File: src/rtl/stall_flush_ctrl.sv
// Pipeline hazard controller: load-use, branch redirect and data-memory wait handling with bus timeout.
// Stall/flush outputs are combinational (0 cycles); err_timeout and perf counters are registered.
module stall_flush_ctrl #(
  parameter int unsigned TIMEOUT_CYCLES = 256
) (
  input  logic        clk,
  input  logic        rst_n,
  input  logic [4:0]  D_rs1_addr,
  input  logic [4:0]  D_rs2_addr,
  input  logic        D_uses_rs1,
  input  logic        D_uses_rs2,
  input  logic [4:0]  E_rd_addr,
  input  logic        E_mem_read,
  input  logic        E_pc_redirect,
  input  logic        M_dmem_req,
  input  logic        M_dmem_ready,
  output logic        F_stall,
  output logic        D_stall,
  output logic        E_stall,
  output logic        M_stall,
  output logic        D_flush,
  output logic        E_flush,
  output logic        W_flush,
  output logic        err_timeout,
  output logic [31:0] perf_stall_cnt,
  output logic [31:0] perf_flush_cnt
);

  typedef enum logic [1:0] {
    ST_RUN      = 2'd0,
    ST_MEM_WAIT = 2'd1,
    ST_TIMEOUT  = 2'd2
  } state_e;

  localparam logic [15:0] WAIT_LIMIT = 16'(TIMEOUT_CYCLES);

  state_e      state_q, state_d;
  logic [15:0] wait_cnt_q, wait_cnt_d;
  logic        err_timeout_q, err_timeout_d;
  logic [31:0] perf_stall_cnt_q, perf_stall_cnt_d;
  logic [31:0] perf_flush_cnt_q, perf_flush_cnt_d;
  logic        load_use;
  logic        mem_wait;

  assign load_use = E_mem_read & (E_rd_addr != 5'd0) &
                    ((D_uses_rs1 & (E_rd_addr == D_rs1_addr)) |
                     (D_uses_rs2 & (E_rd_addr == D_rs2_addr)));
  assign mem_wait = M_dmem_req & ~M_dmem_ready;

  // A held Execute stage defers any redirect or load-use until memory answers.
  always_comb begin
    F_stall = 1'b0;
    D_stall = 1'b0;
    E_stall = 1'b0;
    M_stall = 1'b0;
    D_flush = 1'b0;
    E_flush = 1'b0;
    W_flush = 1'b0;
    if (!rst_n) begin
      D_flush = 1'b1;
      E_flush = 1'b1;
      W_flush = 1'b1;
    end else if ((state_q == ST_TIMEOUT) || mem_wait) begin
      F_stall = 1'b1;
      D_stall = 1'b1;
      E_stall = 1'b1;
      M_stall = 1'b1;
      W_flush = 1'b1;
    end else if (E_pc_redirect) begin
      D_flush = 1'b1;
      E_flush = 1'b1;
    end else if (load_use) begin
      F_stall = 1'b1;
      D_stall = 1'b1;
      E_flush = 1'b1;
    end
  end

  always_comb begin
    state_d    = state_q;
    wait_cnt_d = 16'd0;
    if (mem_wait) begin
      wait_cnt_d = (wait_cnt_q == WAIT_LIMIT) ? wait_cnt_q : wait_cnt_q + 16'd1;
    end
    case (state_q)
      ST_RUN: begin
        if (mem_wait) state_d = ST_MEM_WAIT;
      end
      ST_MEM_WAIT: begin
        if (!mem_wait) begin
          state_d = ST_RUN;
        end else if ((wait_cnt_q + 16'd1) == WAIT_LIMIT) begin
          state_d = ST_TIMEOUT;
        end
      end
      ST_TIMEOUT: state_d = ST_TIMEOUT;
      default:    state_d = ST_RUN;
    endcase
    err_timeout_d    = err_timeout_q | (state_d == ST_TIMEOUT);
    perf_stall_cnt_d = perf_stall_cnt_q + {31'd0, F_stall & (state_q != ST_TIMEOUT)};
    perf_flush_cnt_d = perf_flush_cnt_q + {31'd0, D_flush | E_flush};
  end

  always_ff @(posedge clk or negedge rst_n) begin
    if (!rst_n) begin
      state_q          <= ST_RUN;
      wait_cnt_q       <= 16'd0;
      err_timeout_q    <= 1'b0;
      perf_stall_cnt_q <= 32'd0;
      perf_flush_cnt_q <= 32'd0;
    end else begin
      state_q          <= state_d;
      wait_cnt_q       <= wait_cnt_d;
      err_timeout_q    <= err_timeout_d;
      perf_stall_cnt_q <= perf_stall_cnt_d;
      perf_flush_cnt_q <= perf_flush_cnt_d;
    end
  end

  assign err_timeout    = err_timeout_q;
  assign perf_stall_cnt = perf_stall_cnt_q;
  assign perf_flush_cnt = perf_flush_cnt_q;

endmodule
File: config.mk
export PLATFORM = sky130hd
export DESIGN_NAME = stall_flush_ctrl
export DESIGN_NICKNAME = d
export VERILOG_FILES = /design/src/rtl/stall_flush_ctrl.sv
export SDC_FILE = /design/constraint.sdc
export NUM_CORES = 1
export LEC_CHECK = 0
export ABC_AREA = 1
export ABC_CLOCK_PERIOD_IN_PS = 5450
export CAP_MARGIN = 20
export CELL_PAD_IN_SITES_DETAIL_PLACEMENT = 0
export CELL_PAD_IN_SITES_GLOBAL_PLACEMENT = 1
export CORE_MARGIN = 5
export CORE_UTILIZATION = 41
export CTS_CLUSTER_SIZE = 30
export DETAILED_ROUTE_END_ITERATION = 16
export GPL_TIMING_DRIVEN = 0
export PLACE_DENSITY_LB_ADDON = 0.1
export SKIP_CTS_REPAIR_TIMING = 1
export SLEW_MARGIN = 10
export SYNTH_ARGS = -nofsm -noshare
export SYNTH_HDL_FRONTEND = slang
export SYNTH_SLANG_ARGS = --single-unit
File: constraint.sdc
create_clock -name clk -period 5.45 [get_ports clk]
set_clock_uncertainty 0.15 [all_clocks]
set_input_delay 1.09 -clock clk [delete_from_list [all_inputs] [get_ports clk]]
set_output_delay 1.09 -clock clk [all_outputs]
set_load 0.005 [all_outputs]
==> key figures, run 1 <==
Clock tree
  • Clk_lat worst skew: 0.35 ns
  • H-Tree Depth: 3
  • Clock Pin Slew Worst Setup and Hold Paths: 0.09 ns
  • Total CTS buffers: 9
  • Clock root buffer: clkbuf_8
  • Clock Sink Count: 83
  • Clk buf depth: 2
  • TritonCTS clock tree: done

Global route
  • M1 GR Usage: 0.237
  • Top Usage Layer GRT: met2
  • Initial antenna violation count: 0
  • Grt ovf: 0
  • GRT Util Overall: 0.169
  • Met2 GRT Util: 0.254
  • Global-route wire length before repair: roughly 18000 um
  • M3 GR Usage: 0.0440
  • Vias in the first global route: 3720
  • Largest net degree at the start of global routing: 55

Outcome
  • Status: completed

Placed design
  • Port bufs: 94
  • DP Area: 5550 sq um
  • Worst slack at placement: approximately 1.1 ns
  • Final GP Congestion: between 0.7 and 0.8
  • Cells after DPL: ~740
  • Post-DP HPWL: 7890 um

Power
  • Leak: ~2.6 nW
  • Combinational share of power: 0.157
  • Pwr dens: 265 nW/um^2
  • Clk pwr share: 0.376
  • Sw Ratio: 0.250
  • Power Total: between 1.5 and 2 mW
  • Sequential share of power: 0.467
  • P_sw: 0.386 mW
  • Peak VDD IR: 0.177 mV
  • Internal: 1.16 mW

Final layout
  • Final non-filler cell area: between 5000 and 6000 sq um
  • Non-Filler Instances: between 700 and 800
  • Final core occ: 0.558
  • FILL cells: 957
  • Commonest non-fill, non-tap cell in the layout: nand2_1
  • Ant. Diodes: 0
  • Area delta synth->final: 31.7%
  • Layout cells sized above 1: 0.0860
  • Leading cell types in the layout, fill and taps excluded: nand2_1, clkdlybuf4s50_1, dfrtp_1
  • Nets@finish: 640

Synth
  • Syn. warnings: 0
  • Unique masters post-synth: 33
  • Syn Area/Cell: 8.74 sq um
  • Cells after Synth: 505
  • Mapped Nets: 534
  • Mapped Area: ~4400 sq um
  • FF+latch count, synth: 83
  • Seq/Total Area, Yosys: 0.471

Route
  • Antenna Nets Post-Route: 0
  • Routed len/inst: 13.5 um
  • Vias per inst: 4.83
  • Total number of vias: 3633
  • Initial DRC count: 120
  • Pre-antenna DRT Iters: 6
  • DRT Wirelength: around 10000 um
  • # DRC: 0

Setup path
  • R2R Setup Slk: 2.45 ns
  • Capturing point of the worst reg2reg path: perf_stall_cnt[26]$_DFF_PN0_
  • Crit path max fanout: 7
  • FF-to-FF Start: state_q[0]$_DFF_PN0_
  • Critical Path Start Type: input pin
  • Critical path capture point type: primary output
  • CP Data Required Time: 4.21 ns
  • Worst-case reg-to-reg path depth: 15
  • CP arrival: 3.07 ns
  • Worst setup path endpoint: F_stall
  • Worst Path Class, Setup: in -> out
  • Worst Setup SP: M_dmem_req

STA
  • Final Worst Setup Slack: between 1 and 1.5 ns
  • Tmin final: 4.31 ns
  • Fin crit share: 0.791
  • Max_slew headroom: 0.575
  • RSZ-0062 raised after global routing: false
  • Final Setup Violations: 0
  • Max Fclk: roughly 230 MHz
  • Slew of the pin with the lowest slew margin: roughly 0.63 ns
  • Final Hold Fails: 0
  • Pins Over Slew Limit: 0

Die
  • # IOs: 95
  • Height of the die: about 110 um
  • # rows: 37
  • Initial Utilization: 0.424
  • Die X-Extent: 114 um
  • Die Footprint: approximately 13000 sq um
  • Core Area: 10400 sq um

Hold path
  • HP Class: reg -> reg

Job
  • Max Cap Violations: 0
## through the flow
stage	TNS, ns	hold WS [ns]
after global placement	-75.33	0.316
after floorplan	0	0.318
after CTS	0	0.336
after detailed placement	0	0.319
final	0	0.333
after global routing	0	0.370
## state kept, by name (all words and copies together) (netlist names)
| name | count |
|---|---|
| perf_flush_cnt | 32 |
| wait_cnt_q | 16 |
| perf_stall_cnt | 32 |
| err_timeout | 1 |
| state_q | 2 |
## worst max-delay path, stage by stage
cell and delay [ns]:
clkdlybuf4s50_1 0.45, inv_1 0.03, nor2_1 0.12, inv_1 0.14
nand2_1 0.09, inv_1 0.05, nor2_1 0.27, inv_1 0.10
nand2_1 0.12, buf_4 0.11, clkdlybuf4s50_1 0.49
## cell usage after synthesis
library cell	instances	area [sq um]
xnor2_1	26	228
o22ai_1	1	6.26
nand4_1	26	163
a21oi_1	10	50.1
o21ai_0	4	20.0
inv_1	61	229
nand2_1	96	360
nor2_2	7	43.8
clkbuf_1	1	3.75
o21bai_1	1	7.51
nor4_1	4	25.0
buf_4	2	15.0
xor2_1	40	350
nor3_1	18	90.1
nor3_4	2	32.5
nand3_2	7	70.1
o211a_1	1	10.0
a21boi_0	2	15.0
nand3_1	28	140
inv_2	1	3.75
nor2_4	6	67.6
ha_1	6	75.1
nor2_1	55	206
nand2_2	7	43.8
and3_1	1	6.26
o41ai_1	1	8.76
o21ai_1	1	5.00
and3_2	1	7.51
a31oi_1	1	6.26
nand3b_1	2	15.0
dfrtp_1	83	2080
nor3_2	2	20.0
nand4_2	1	12.5
## how the worst min path moves through the flow
stage / slack [ns] / startpoint / depth (start not counted) / endpoint
2_1_floorplan: 0.32 / perf_flush_cnt[31]$_DFF_PN0_ / 1 / perf_flush_cnt[31]$_DFF_PN0_
3_3_place_gp: 0.32 / perf_flush_cnt[31]$_DFF_PN0_ / 1 / perf_flush_cnt[31]$_DFF_PN0_
3_5_place_dp: 0.32 / perf_flush_cnt[31]$_DFF_PN0_ / 1 / perf_flush_cnt[31]$_DFF_PN0_
4_1_cts: 0.34 / perf_flush_cnt[31]$_DFF_PN0_ / 1 / perf_flush_cnt[31]$_DFF_PN0_
5_1_grt: 0.37 / perf_flush_cnt[31]$_DFF_PN0_ / 1 / perf_flush_cnt[31]$_DFF_PN0_
6_report: 0.33 / perf_flush_cnt[31]$_DFF_PN0_ / 1 / perf_flush_cnt[31]$_DFF_PN0_
## kinds of logic after synthesis
logic type | share of synthesized area
xor+xnor | 0.131
flops | 0.471
buf+inv | 0.0570
simple gates | 0.295
compound gates | 0.0292
fa+ha+maj | 0.0170
## per-layer routing
metal / part of all wire / up-vias
met5: 0 / -
met3: 0.064 / 12
met1: 0.48 / 1700
li1: - / 1840
met2: 0.44 / 81
met4: 0.015 / 0
## power groups by stage
| stage | clock [mW] | sequential, mW | combinational [mW] |
|---|---|---|---|
| 2_1_floorplan | 0 | 0.728 | 0.0788 |
| 3_3_place_gp | 0 | 0.731 | 0.240 |
| 3_5_place_dp | 0 | 0.733 | 0.244 |
| 4_1_cts | 0.595 | 0.721 | 0.249 |
| 5_1_grt | 0.624 | 0.729 | 0.272 |
| 6_report | 0.580 | 0.720 | 0.243 |
## layout make-up
cell class	instances	area, sq um	share of cell area
Buffer	3	18.8	0.00323
Clock buffer	10	128	0.0219
Clock inverter	6	138	0.0237
Inverter	62	233	0.0400
Multi-Input combinational cell	357	2090	0.359
Sequential cell	83	2080	0.357
Tap cell	136	170	0.0293
Timing Repair Buffer	95	966	0.166
Power figures use the tool's default switching activity.
==> run 2: changes to the inputs <==
--- a/config.mk
+++ b/config.mk
@@ -6,12 +6,12 @@
 export NUM_CORES = 1
 export LEC_CHECK = 0
 export ABC_AREA = 1
-export ABC_CLOCK_PERIOD_IN_PS = 5450
+export ABC_CLOCK_PERIOD_IN_PS = 3950
 export CAP_MARGIN = 20
 export CELL_PAD_IN_SITES_DETAIL_PLACEMENT = 0
 export CELL_PAD_IN_SITES_GLOBAL_PLACEMENT = 1
 export CORE_MARGIN = 5
-export CORE_UTILIZATION = 41
+export CORE_UTILIZATION = 34
 export CTS_CLUSTER_SIZE = 30
 export DETAILED_ROUTE_END_ITERATION = 16
 export GPL_TIMING_DRIVEN = 0
==> constraint.sdc (replaced) <==
create_clock -name clk -period 3.95 [get_ports clk]
set_clock_uncertainty 0.15 [all_clocks]
set_input_delay 0.79 -clock clk [delete_from_list [all_inputs] [get_ports clk]]
set_output_delay 0.79 -clock clk [all_outputs]
set_load 0.005 [all_outputs]
==> run 2 against run 1 <==
Worst hold slack worse by 0.12 ns. Setup slack worse by 0.83 ns. Register-to-register slack worse by 1.5 ns. Non-clock buffer count unchanged. Clock power up 52%. Global-route usage down 1.6 points. First-iteration DRC count up 45%. Routed wire length up 6.8%. Core utilization down 9.2 points. Cell count up 4.8%. Critical path type unchanged. Largest cell class unchanged. Largest power group unchanged.
==> key figures, run 2 (synthesis gave the netlist of run 1 again) <==
Outcome
  • Status: completed

Route
  • Antenna Nets Post-Route: 0
  • Vias per inst: 4.65
  • Pre-antenna DRT Iters: 4
  • # DRC: 0
  • Initial DRC count: about 170
  • Routed len/inst: around 14 um
  • DRT Wirelength: 10900 um
  • Total number of vias: 3661

Setup path
  • CP arrival: around 2.7 ns
  • CP Data Required Time: 3.01 ns
  • Critical path capture point type: primary output
  • Crit path max fanout: 7
  • Worst Path Class, Setup: in -> out
  • Critical Path Start Type: input pin

STA
  • Pins Over Slew Limit: 0
  • Tmin final: 3.64 ns
  • Slew of the pin with the lowest slew margin: 0.658 ns
  • Final Hold Fails: 0
  • RSZ-0062 raised after global routing: false
  • Fin crit share: 0.922
  • Final Worst Setup Slack: 0.308 ns
  • Max_slew headroom: 0.558
  • Final Setup Violations: 0
  • Max Fclk: roughly 270 MHz

Clock tree
  • TritonCTS clock tree: done
  • Clk_lat worst skew: ~0.34 ns
  • Clock Pin Slew Worst Setup and Hold Paths: about 0.060 ns
  • Clock root buffer: clkbuf_16
  • Total CTS buffers: 9
  • H-Tree Depth: 3
  • Clk buf depth: 2
  • Clock Sink Count: 83

Die
  • Die Footprint: 15400 sq um
  • Height of the die: about 120 um
  • Initial Utilization: 0.348
  • Core Area: 12700 sq um
  • # rows: 41
  • Die X-Extent: 124 um
  • # IOs: 95

Final layout
  • Final core occ: 0.467
  • Non-Filler Instances: 788
  • Leading cell types in the layout, fill and taps excluded: nand2_1, clkdlybuf4s50_1, dfrtp_1
  • Area delta synth->final: 34.0%
  • Nets@finish: 640
  • Layout cells sized above 1: 0.0893
  • Multi-input gate area: ~2100 sq um
  • Commonest non-fill, non-tap cell in the layout: nand2_1
  • Ant. Diodes: 0
  • FILL cells: 1247
  • Register area: about 2100 sq um

Global route
  • Vias in the first global route: 3759
  • Largest net degree at the start of global routing: 46
  • Grt ovf: 0
  • Global-route wire length before repair: 18300 um
  • GRT Util Overall: 0.153
  • Initial antenna violation count: 0

Hold path
  • HP Class: in -> async

Power
  • Pwr dens: around 370 nW/um^2
  • Peak VDD IR: approximately 0.24 mV
  • Power Total: between 2 and 2.5 mW
  • Leak: 2.65 nW

Placed design
  • Final GP Congestion: 0.823
  • Cells after DPL: 772
  • Worst slack at placement: -0.114 ns
  • Port bufs: 94
  • Post-DP HPWL: 8340 um

Job
  • Max Cap Violations: 0
==> run 2: per-stage QoR <==
step | TNS, ns | instance area, sq um | hold slack [ns]
2_1_floorplan | 0 | 4410 | 0.318
3_3_place_gp | -284.97 | 5570 | 0.313
3_5_place_dp | -0.289 | 5600 | 0.313
4_1_cts | 0 | 5910 | 0.317
5_1_grt | 0 | 5910 | 0.250
6_report | 0 | 5910 | 0.214
==> run 2: layer usage <==
layer	vias up	GRT usage	share of wire
met3	10	0.0427	0.058
met1	1723	0.207	0.47
li1	1846	-	-
met5	-	0	0
met4	0	0.0664	0.018
met2	82	0.228	0.45
==> run 2: worst paths after layout <==
check	from	endpoint	slack, ns	cells after the start
setup / recovery	M_dmem_req	F_stall	0.31	11
min in group clk	perf_flush_cnt[31]$_DFF_PN0_	perf_flush_cnt[31]$_DFF_PN0_	0.32	1
hold reg to reg	perf_flush_cnt[31]$_DFF_PN0_	perf_flush_cnt[31]$_DFF_PN0_	0.32	1
hold / removal	rst_n	wait_cnt_q[5]$_DFFE_PN0P_	0.21	1
setup reg to reg	state_q[0]$_DFF_PN0_	perf_stall_cnt[28]$_DFF_PN0_	0.98	16
max in group asynchronous	rst_n	perf_stall_cnt[2]$_DFF_PN0_	2.87	2
==> run 2: critical path: stages <==
cell,delay (ns)
clkdlybuf4s50_1,0.45
inv_1,0.03
nor2_1,0.13
inv_1,0.15
nand2_1,0.09
inv_1,0.06
nor2_2,0.21
inv_1,0.09
nand2_1,0.09
buf_4,0.10
clkdlybuf4s50_1,0.50
==> run 2: power breakdown <==
| group | internal [mW] | switching [mW] | leakage [nW] |
|---|---|---|---|
| combinational | 0.192 | 0.143 | 1.43 |
| sequential | 0.920 | 0.0770 | 1.07 |
| clock | 0.527 | 0.353 | 0.152 |
==> run 2: area by class of cell <==
type,instances,share of cell area
flip-flops and latches,83,0.351
multi-input cells,357,0.353
clock inverters,5,0.0102
clock buffers,11,0.0427
well taps,172,0.0364
repair buffers,95,0.164
plain buffers,3,0.00317
inverters,62,0.0393
==> run 3: changes to the inputs <==
--- a/config.mk
+++ b/config.mk
@@ -10,8 +10,9 @@
 export CAP_MARGIN = 20
 export CELL_PAD_IN_SITES_DETAIL_PLACEMENT = 0
 export CELL_PAD_IN_SITES_GLOBAL_PLACEMENT = 1
-export CORE_MARGIN = 5
+export CORE_MARGIN = 4
 export CORE_UTILIZATION = 34
+export CTS_CLUSTER_DIAMETER = 120
 export CTS_CLUSTER_SIZE = 30
 export DETAILED_ROUTE_END_ITERATION = 16
 export GPL_TIMING_DRIVEN = 0
==> run 3 against run 2 <==
Non-clock buffer count stayed put. Largest power group unchanged. Worst hold slack better by 0.035 ns. Highest routed layer unchanged. Critical endpoint unchanged. Sequential share of layout area hardly changed. Largest cell class unchanged. Count of clock-buffer cells in the layout is 1 higher. Combinational power is 1% lower.
==> key figures, run 3 (synthesis gave the netlist of run 1 again) <==
Setup path
  • Top delay family on crit path: buffers and inverters
  • Critical Path Max Stage Delay: approximately 0.51 ns
  • Worst Path Class, Setup: in -> out
  • Most Frequent Cell on Critical Path: buf_4
  • Critical path capture point type: primary output
  • Critical path buffers and inverters: 5
  • Slowest cell on the critical path: clkdlybuf4s50_1
  • Worst-case reg-to-reg path depth: 16
  • CP Data Required Time: 3.01 ns
  • CP arrival: roughly 2.7 ns
  • Crit path depth: 8
  • Critical Path Start Type: input pin
  • Crit path max fanout: 55
  • Worst-path cell chain: buf_4 > buf_16 > inv_1 > nor2_1 > nand3_1 > nand2_1 > buf_4 > clkdlybuf4s50_1

Power
  • Pwr dens: approximately 370 nW/um^2
  • Leak: about 2.7 nW
  • Peak VDD IR: slightly above 0.2 mV

STA
  • Max Fclk: 275 MHz
  • Fin crit share: 0.920
  • Tmin final: 3.63 ns
  • Hold Slack: approximately 0.25 ns
  • RSZ-0062 raised after global routing: false
  • Final Hold Fails: 0
  • Slew of the pin with the lowest slew margin: 0.634 ns
  • Pins Over Slew Limit: 0
  • Max_slew headroom: 0.574
  • Final Setup Violations: 0
  • Setup tns final: 0 ns

Hold path
  • HP Class: in -> async

Clock tree
  • Clock root buffer: clkbuf_16
  • TritonCTS clock tree: done
  • Clock Pin Slew Worst Setup and Hold Paths: 0.06 ns
  • Clock Sink Count: 83
  • Clk buf depth: 2
  • Clk_lat worst skew: 0.33 ns
  • Total CTS buffers: 9
  • H-Tree Depth: 3

Final layout
  • Area delta synth->final: 33.9%
  • Ant. Diodes: 0
  • Commonest non-fill, non-tap cell in the layout: nand2_1
  • Leading cell types in the layout, fill and taps excluded: nand2_1, clkdlybuf4s50_1, dfrtp_1
  • Nets@finish: 640
  • Layout cells sized above 1: 0.0877

Global route
  • Grt ovf: 0
  • Global-route wire length before repair: roughly 18000 um
  • Initial antenna violation count: 0
  • Largest net degree at the start of global routing: 56
  • GRT Util Overall: 0.153
  • Vias in the first global route: 3664

Placed design
  • Final GP Congestion: 0.788
  • Post-DP HPWL: 8130 um
  • Port bufs: 94

Route
  • Vias per inst: ~4.6
  • Pre-antenna DRT Iters: 6
  • Initial DRC count: 146
  • Total number of vias: 3632
  • Antenna Nets Post-Route: 0
  • Routed len/inst: 13.4 um
  • DRT Wirelength: 10600 um
  • # DRC: 0

Die
  • Die Footprint: between 10000 and 15000 sq um
  • Core Area: 12700 sq um
  • # IOs: 95
  • # rows: 41
  • Height of the die: 122 um
  • Die X-Extent: 122 um
  • Initial Utilization: 0.348

Job
  • Max Cap Violations: 0

Outcome
  • Status: completed
==> run 3: where the power goes <==
| part | total, mW | switching (mW) | internal [mW] |
|---|---|---|---|
| clock | 0.878 | 0.348 | 0.530 |
| sequential | 0.993 | 0.0734 | 0.920 |
| combinational | 0.330 | 0.139 | 0.191 |
==> run 3: worst paths after layout <==
check	startpoint	endpoint	slack [ns]
worst min register to register	perf_flush_cnt[31]$_DFF_PN0_	perf_flush_cnt[31]$_DFF_PN0_	0.32
worst max register to register	state_q[0]$_DFF_PN0_	perf_stall_cnt[28]$_DFF_PN0_	1.02
min in group clk	perf_flush_cnt[31]$_DFF_PN0_	perf_flush_cnt[31]$_DFF_PN0_	0.32
worst min-delay path	rst_n	wait_cnt_q[5]$_DFFE_PN0P_	0.25
worst max-delay path	rst_n	F_stall	0.32
max in group asynchronous	rst_n	perf_flush_cnt[13]$_DFF_PN0_	2.77
==> run 3: area by class of cell <==
| class | count | area [sq um] |
|---|---|---|
| sequential | 83 | 2080 |
| clock inverter | 4 | 56.3 |
| buffer | 3 | 18.8 |
| timing repair buffer | 95 | 966 |
| inverter | 62 | 233 |
| fill | 1257 | 6760 |
| tap | 172 | 215 |
| clock buffer | 12 | 256 |
| multi-input combinational | 357 | 2090 |
==> run 3: through the flow <==
stage / instance area, sq um / power (mW) / std cells / util / setup slack (ns)
floorplan: 4410 / 1.11 / 505 / - / 0.891
global placement: 5570 / 1.34 / 771 / 0.440 / -3.02
detailed placement: 5600 / 1.35 / 772 / 0.442 / -0.0500
CTS: 5910 / 2.26 / 788 / 0.466 / 0.163
global route: 5910 / 2.34 / 788 / 0.466 / 0.0124
finish: 5910 / 2.20 / 788 / 0.466 / 0.318
==> run 3: layer usage <==
metal | vias to the layer above | GRT usage | part of all wire
met5 | - | 0 | 0
met4 | 0 | 0.0420 | 0.0095
met3 | 9 | 0.0501 | 0.050
met2 | 55 | 0.236 | 0.46
met1 | 1723 | 0.206 | 0.48
li1 | 1845 | - | -
==> RTL change 1: new RTL, settings of run 3 <==
Put one more register stage on the output `err_timeout`, with the module's reset. The value now appears one clock later. The other outputs are not delayed to match. Comments in the files are not updated.
--- a/src/rtl/stall_flush_ctrl.sv
+++ b/src/rtl/stall_flush_ctrl.sv
@@ -117,7 +117,13 @@
     end
   end
 
-  assign err_timeout    = err_timeout_q;
+  always_ff @(posedge clk or negedge rst_n) begin
+    if (!rst_n) begin
+      err_timeout <= '0;
+    end else begin
+      err_timeout <= err_timeout_q;
+    end
+  end
   assign perf_stall_cnt = perf_stall_cnt_q;
   assign perf_flush_cnt = perf_flush_cnt_q;
 
Function: same outputs for any inputs over 10 cycles, from zero or initial values and one cycle with rst_n low; that may be too few to reach the edited logic, so the function may still have changed.
==> RTL change 1 against run 3 <==
  * Wire length increased by 1.3%
  * Utilization decreased by 0.19 points
  * Sequential cell count increased by 1
  * Clock power decreased by 6.4%
  * Highest routed layer unchanged
  * Power decreased by 1.7%
  * Worst setup slack got worse by 42 ps
  * Final cell count increased by 0.13%
  * Synthesized area increased by 0.57%
  * Global-route usage increased by 0.28 points
  * Design area unchanged
==> RTL change 1: results <==
group,metric,value,unit
pwr,irDropWorstVdd,0.1659,mV
worst_setup_path,rrSetupSlack,940,ps
clock_tree,cts.clk_slew.worst_paths,60,ps
layout,n_antenna_cell,0,
hold_path,whs_endpoint,"err_timeout",
synthesis,async_reset_ff_share,100.0,%
drt,wl,10700,um
grt,antenna_found_initial,0,
drt,routedWlPerCell,13.56,um
place,dp_hpwl,8212,um
synthesis,synthTopCellsByCount,"nand2_1, dfrtp_1, inv_1",
drt,vias_per_cell,4.620,
layout,n_fill_cell,1274,
worst_setup_path,r2r-start,"state_q[0]",
clock_tree,htree_levels,3,
grt,first_global_vias,3791,
layout,nNetsFinal,641,
outcome,outcome,"completed",
grt,grt_first_pass_wirelength,18460,um
place,placedCellCount,773,
synthesis,ys_warn_count,0,
grt,grt_usage,15.53,%
clock_tree,clockRootBuffer,"clkbuf_16",
synthesis,synth-seq-area-share,47.35,%
place,place_congestion,0.7887,
clock_tree,cts_made_buffers,9,
worst_setup_path,arrival,2730,ps
drt,drt_iter0_drc,197,
worst_setup_path,rr_endpoint,"perf_stall_cnt[28]",
hold_path,min_from,"err_timeout_q",
hold_path,hp-class,"reg -> reg",
drt,first_pass_iters,4,
clock_tree,clk_latency,340,ps
layout,drive_gt1_share,8.752,%
grt,grt_start_max_net_pins,53,
clock_tree,cts_max_path_buffers,2,
hold_path,min_path_cells,0,
synthesis,synth_cells,506,
sta,slew_headroom,58.70,%
place,place_ws,-77.12,ps
worst_setup_path,path_max_fanout,7,
synthesis,synthDistinctLibCells,33,
place,portBuffers,94,
pwr,leakagePower,2.648,nW
synthesis,synth_area_leaders,"dfrtp_1, nand2_1, xor2_1",
synthesis,syn_nets,535,
worst_setup_path,reg2reg_depth,16,
-- RTL change 1: worst max-delay path, stage by stage --
cell	delay, ps
clkdlybuf4s50_1	450
inv_1	30
nor2_1	150
inv_1	160
nand2_1	100
inv_1	70
nor2_2	200
inv_1	90
nand2_1	100
buf_4	110
clkdlybuf4s50_1	490
-- RTL change 1: worst max path at each step --
stage	start	endpoint	slack, ps	depth (start not counted)
final	M_dmem_req	F_stall	280	11
after detailed placement	M_dmem_req	perf_stall_cnt[28]	-80	18
after global placement	rst_n	perf_stall_cnt[28]	-2980	14
after CTS	M_dmem_req	F_stall	160	11
after floorplan	M_dmem_req	perf_stall_cnt[28]	890	17
after global routing	M_dmem_req	perf_stall_cnt[28]	3	18
-- RTL change 1: kinds of logic (layout without fill, tap and decap cells) --
family                   count (synthesis)  after routing  synth area share, %
AO/OA/AOI/OAI                           22             22                2.903
XOR/XNOR                                66             66                13.02
adder cells (fa/ha/maj)                  6              6                1.691
buffers and inverters                   65            176                5.665
flip-flops                              84             84                47.35
AND/OR/NAND/NOR                        263            263                29.37
-- RTL change 1: per-layer routing --
layer / vias to the layer above / track usage (%) / share of wire [%]
li1: 1854 / - / -
met1: 1699 / 22.28 / 50
met2: 80 / 22.26 / 43
met3: 12 / 4.747 / 6.3
met4: 0 / 5.248 / 1.3
met5: - / 0 / 0
-- RTL change 1: final cells by class --
class,count,share of cell area (%)
tap,172,3.641
timing repair buffer,95,16.34
multi-input combinational,357,35.33
clock inverter,4,0.5292
buffer,3,0.3175
clock buffer,12,4.340
inverter,62,3.937
sequential,84,35.56
-- RTL change 1: metrics by stage --
stage	area [um2]	util (%)	hold slack (ps)	TNS, ps	power, W
after CTS	5908	46.44	246.0	0	0.002199
after global routing	5911	46.46	264.0	0	0.002294
after global placement	5595	43.98	219.8	-284350	0.001356
after detailed placement	5620	44.18	231.5	-94.26	0.001365
after floorplan	4439	-	203.7	0	0.001123
final	5911	46.46	245.8	0	0.002163
-- RTL change 1: power breakdown --
part	total, W	switching, W	internal [W]
logic	0.000332	0.000141	0.000191
registers	0.00101	0.0000796	0.000930
clock network	0.000822	0.000357	0.000465
total	0.00216	0.000578	0.00159
==> RTL change 2: new RTL, config.mk and constraints of run 3 <==
Made on the original files. Set the parameter `TIMEOUT_CYCLES` to 128 (it was 256).
--- a/src/rtl/stall_flush_ctrl.sv
+++ b/src/rtl/stall_flush_ctrl.sv
@@ -1,7 +1,7 @@
 // Pipeline hazard controller: load-use, branch redirect and data-memory wait handling with bus timeout.
 // Stall/flush outputs are combinational (0 cycles); err_timeout and perf counters are registered.
 module stall_flush_ctrl #(
-  parameter int unsigned TIMEOUT_CYCLES = 256
+  parameter int unsigned TIMEOUT_CYCLES = 128
 ) (
   input  logic        clk,
   input  logic        rst_n,
Formal check against the unedited RTL: same outputs for any inputs over 10 cycles, from zero or initial values and one cycle with rst_n low; that may be too few to reach the edited logic, so the function may still have changed.
==> RTL change 2 against run 3 <==
  * Design area fell by 1.1%
  * First-iteration DRC count decreased by 10%
  * Wire length down 0.40%
  * Synthesized area is 0.31% lower
  * Sequential cell count unchanged
  * Power shrank 5.1%
  * Utilization shrank 0.52 points
  * Worst setup slack better by 1.2 ps
  * Critical path type unchanged
  * Critical endpoint unchanged
  * Largest cell class is now flip-flops and latches
==> RTL change 2: results <==
group,metric,value,unit
outcome,outcome,"completed",
synthesis,async_reset_ff_share,100.0,%
clock_tree,clockRootBuffer,"clkbuf_16",
grt,grt_start_max_net_pins,51,
grt,first_global_vias,3668,
hold_path,hp-class,"in -> async",
layout,fin_util,46.12,%
clock_tree,clk_latency,340,ps
place,placed_cell_area,5574,um2
drt,drt_iter0_drc,131,
place,place_congestion,0.7906,
synthesis,synthDistinctLibCells,31,
synthesis,synthTopCellsByCount,"nand2_1, dfrtp_1, inv_1",
pwr,irDropWorstVdd,0.2723,mV
place,dp_hpwl,8093,um
grt,grt_first_pass_wirelength,17480,um
clock_tree,cts.clk_slew.worst_paths,60,ps
synthesis,ys_warn_count,0,
layout,n_antenna_cell,0,
synthesis,synth_area_leaders,"dfrtp_1, nand2_1, xor2_1",
sta,slew_headroom,59.96,%
job,maxCapViolCount,0,
synthesis,synth-seq-area-share,47.20,%
clock_tree,htree_levels,3,
layout,n_fill_cell,1288,
synthesis,synth_top_flop_cell,"dfrtp_1",
drt,first_pass_iters,4,
pwr,leakagePower,2.630,nW
layout,drive_gt1_share,7.630,%
worst_setup_path,path_max_fanout,7,
drt,dr_total_vias,3635,
grt,grt_usage,14.93,%
drt,routedWlPerCell,13.34,um
==> RTL change 2: power by group <==
part	internal (W)	switching, W
Combinational	0.000191	0.000136
Clock	0.000425	0.000340
Sequential	0.000920	0.0000755
Total	0.00154	0.000552
==> RTL change 2: worst paths after layout <==
| check | from | endpoint | slack, ps | cells past startpoint |
|---|---|---|---|---|
| max | M_dmem_req | F_stall | 320 | 11 |
| min | rst_n | wait_cnt_q[4] | 230 | 1 |
| max reg2reg | state_q[0] | perf_stall_cnt[28] | 1020 | 16 |
| min reg2reg | perf_flush_cnt[31] | perf_flush_cnt[31] | 320 | 1 |
| max in group asynchronous | rst_n | perf_stall_cnt[13] | 2860 | 2 |
| min in group clk | perf_flush_cnt[31] | perf_flush_cnt[31] | 320 | 1 |
==> RTL change 2: area by class of cell <==
cell class	count	area share, %
Clock buffer	12	4.046
Multi-Input combinational cell	354	35.30
Buffer	3	0.3211
Inverter	65	4.175
Sequential cell	83	35.54
Timing Repair Buffer	95	16.46
Tap cell	172	3.682
Clock inverter	4	0.4710
==> RTL change 2: cell families after synthesis <==
kind of cell	Yosys count	share of synthesized area, %
compound gates	21	2.758
xor+xnor	67	13.34
fa+ha+maj	6	1.706
buf+inv	68	5.971
flops	83	47.20
simple gates	260	29.03
==> RTL change 2: worst max-delay path, stage by stage <==
cell             delay (ps)
clkdlybuf4s50_1         460
inv_1                    40
nor2_1                  120
inv_1                   160
nand2_1                  90
inv_1                    60
nor2_2                  190
inv_1                    90
nand2_1                  90
buf_4                   100
clkdlybuf4s50_1         500
==> RTL change 2: metrics by stage <==
step	instances	total power, W	setup TNS (ps)	hold WS [ps]	worst slack, ps
finish	788	0.002088	0	231.7	318.8
global route	788	0.002208	0	269.5	121.6
CTS	788	0.002132	0	328.6	110.6
detailed placement	772	0.001348	-527.3	319.0	-162.2
global placement	771	0.001341	-280250	313.2	-2964
floorplan	505	0.001113	0	318.2	891.3
==> RTL change 2: layer usage <==
layer  vias up  global-route usage [%]  part of all wire (%)
met5         -                       0                     0
met4         0                   6.653                   2.1
met3        15                   3.853                   4.7
met1      1707                   19.75                    46
met2        71                   23.10                    47
li1       1842                       -                     -
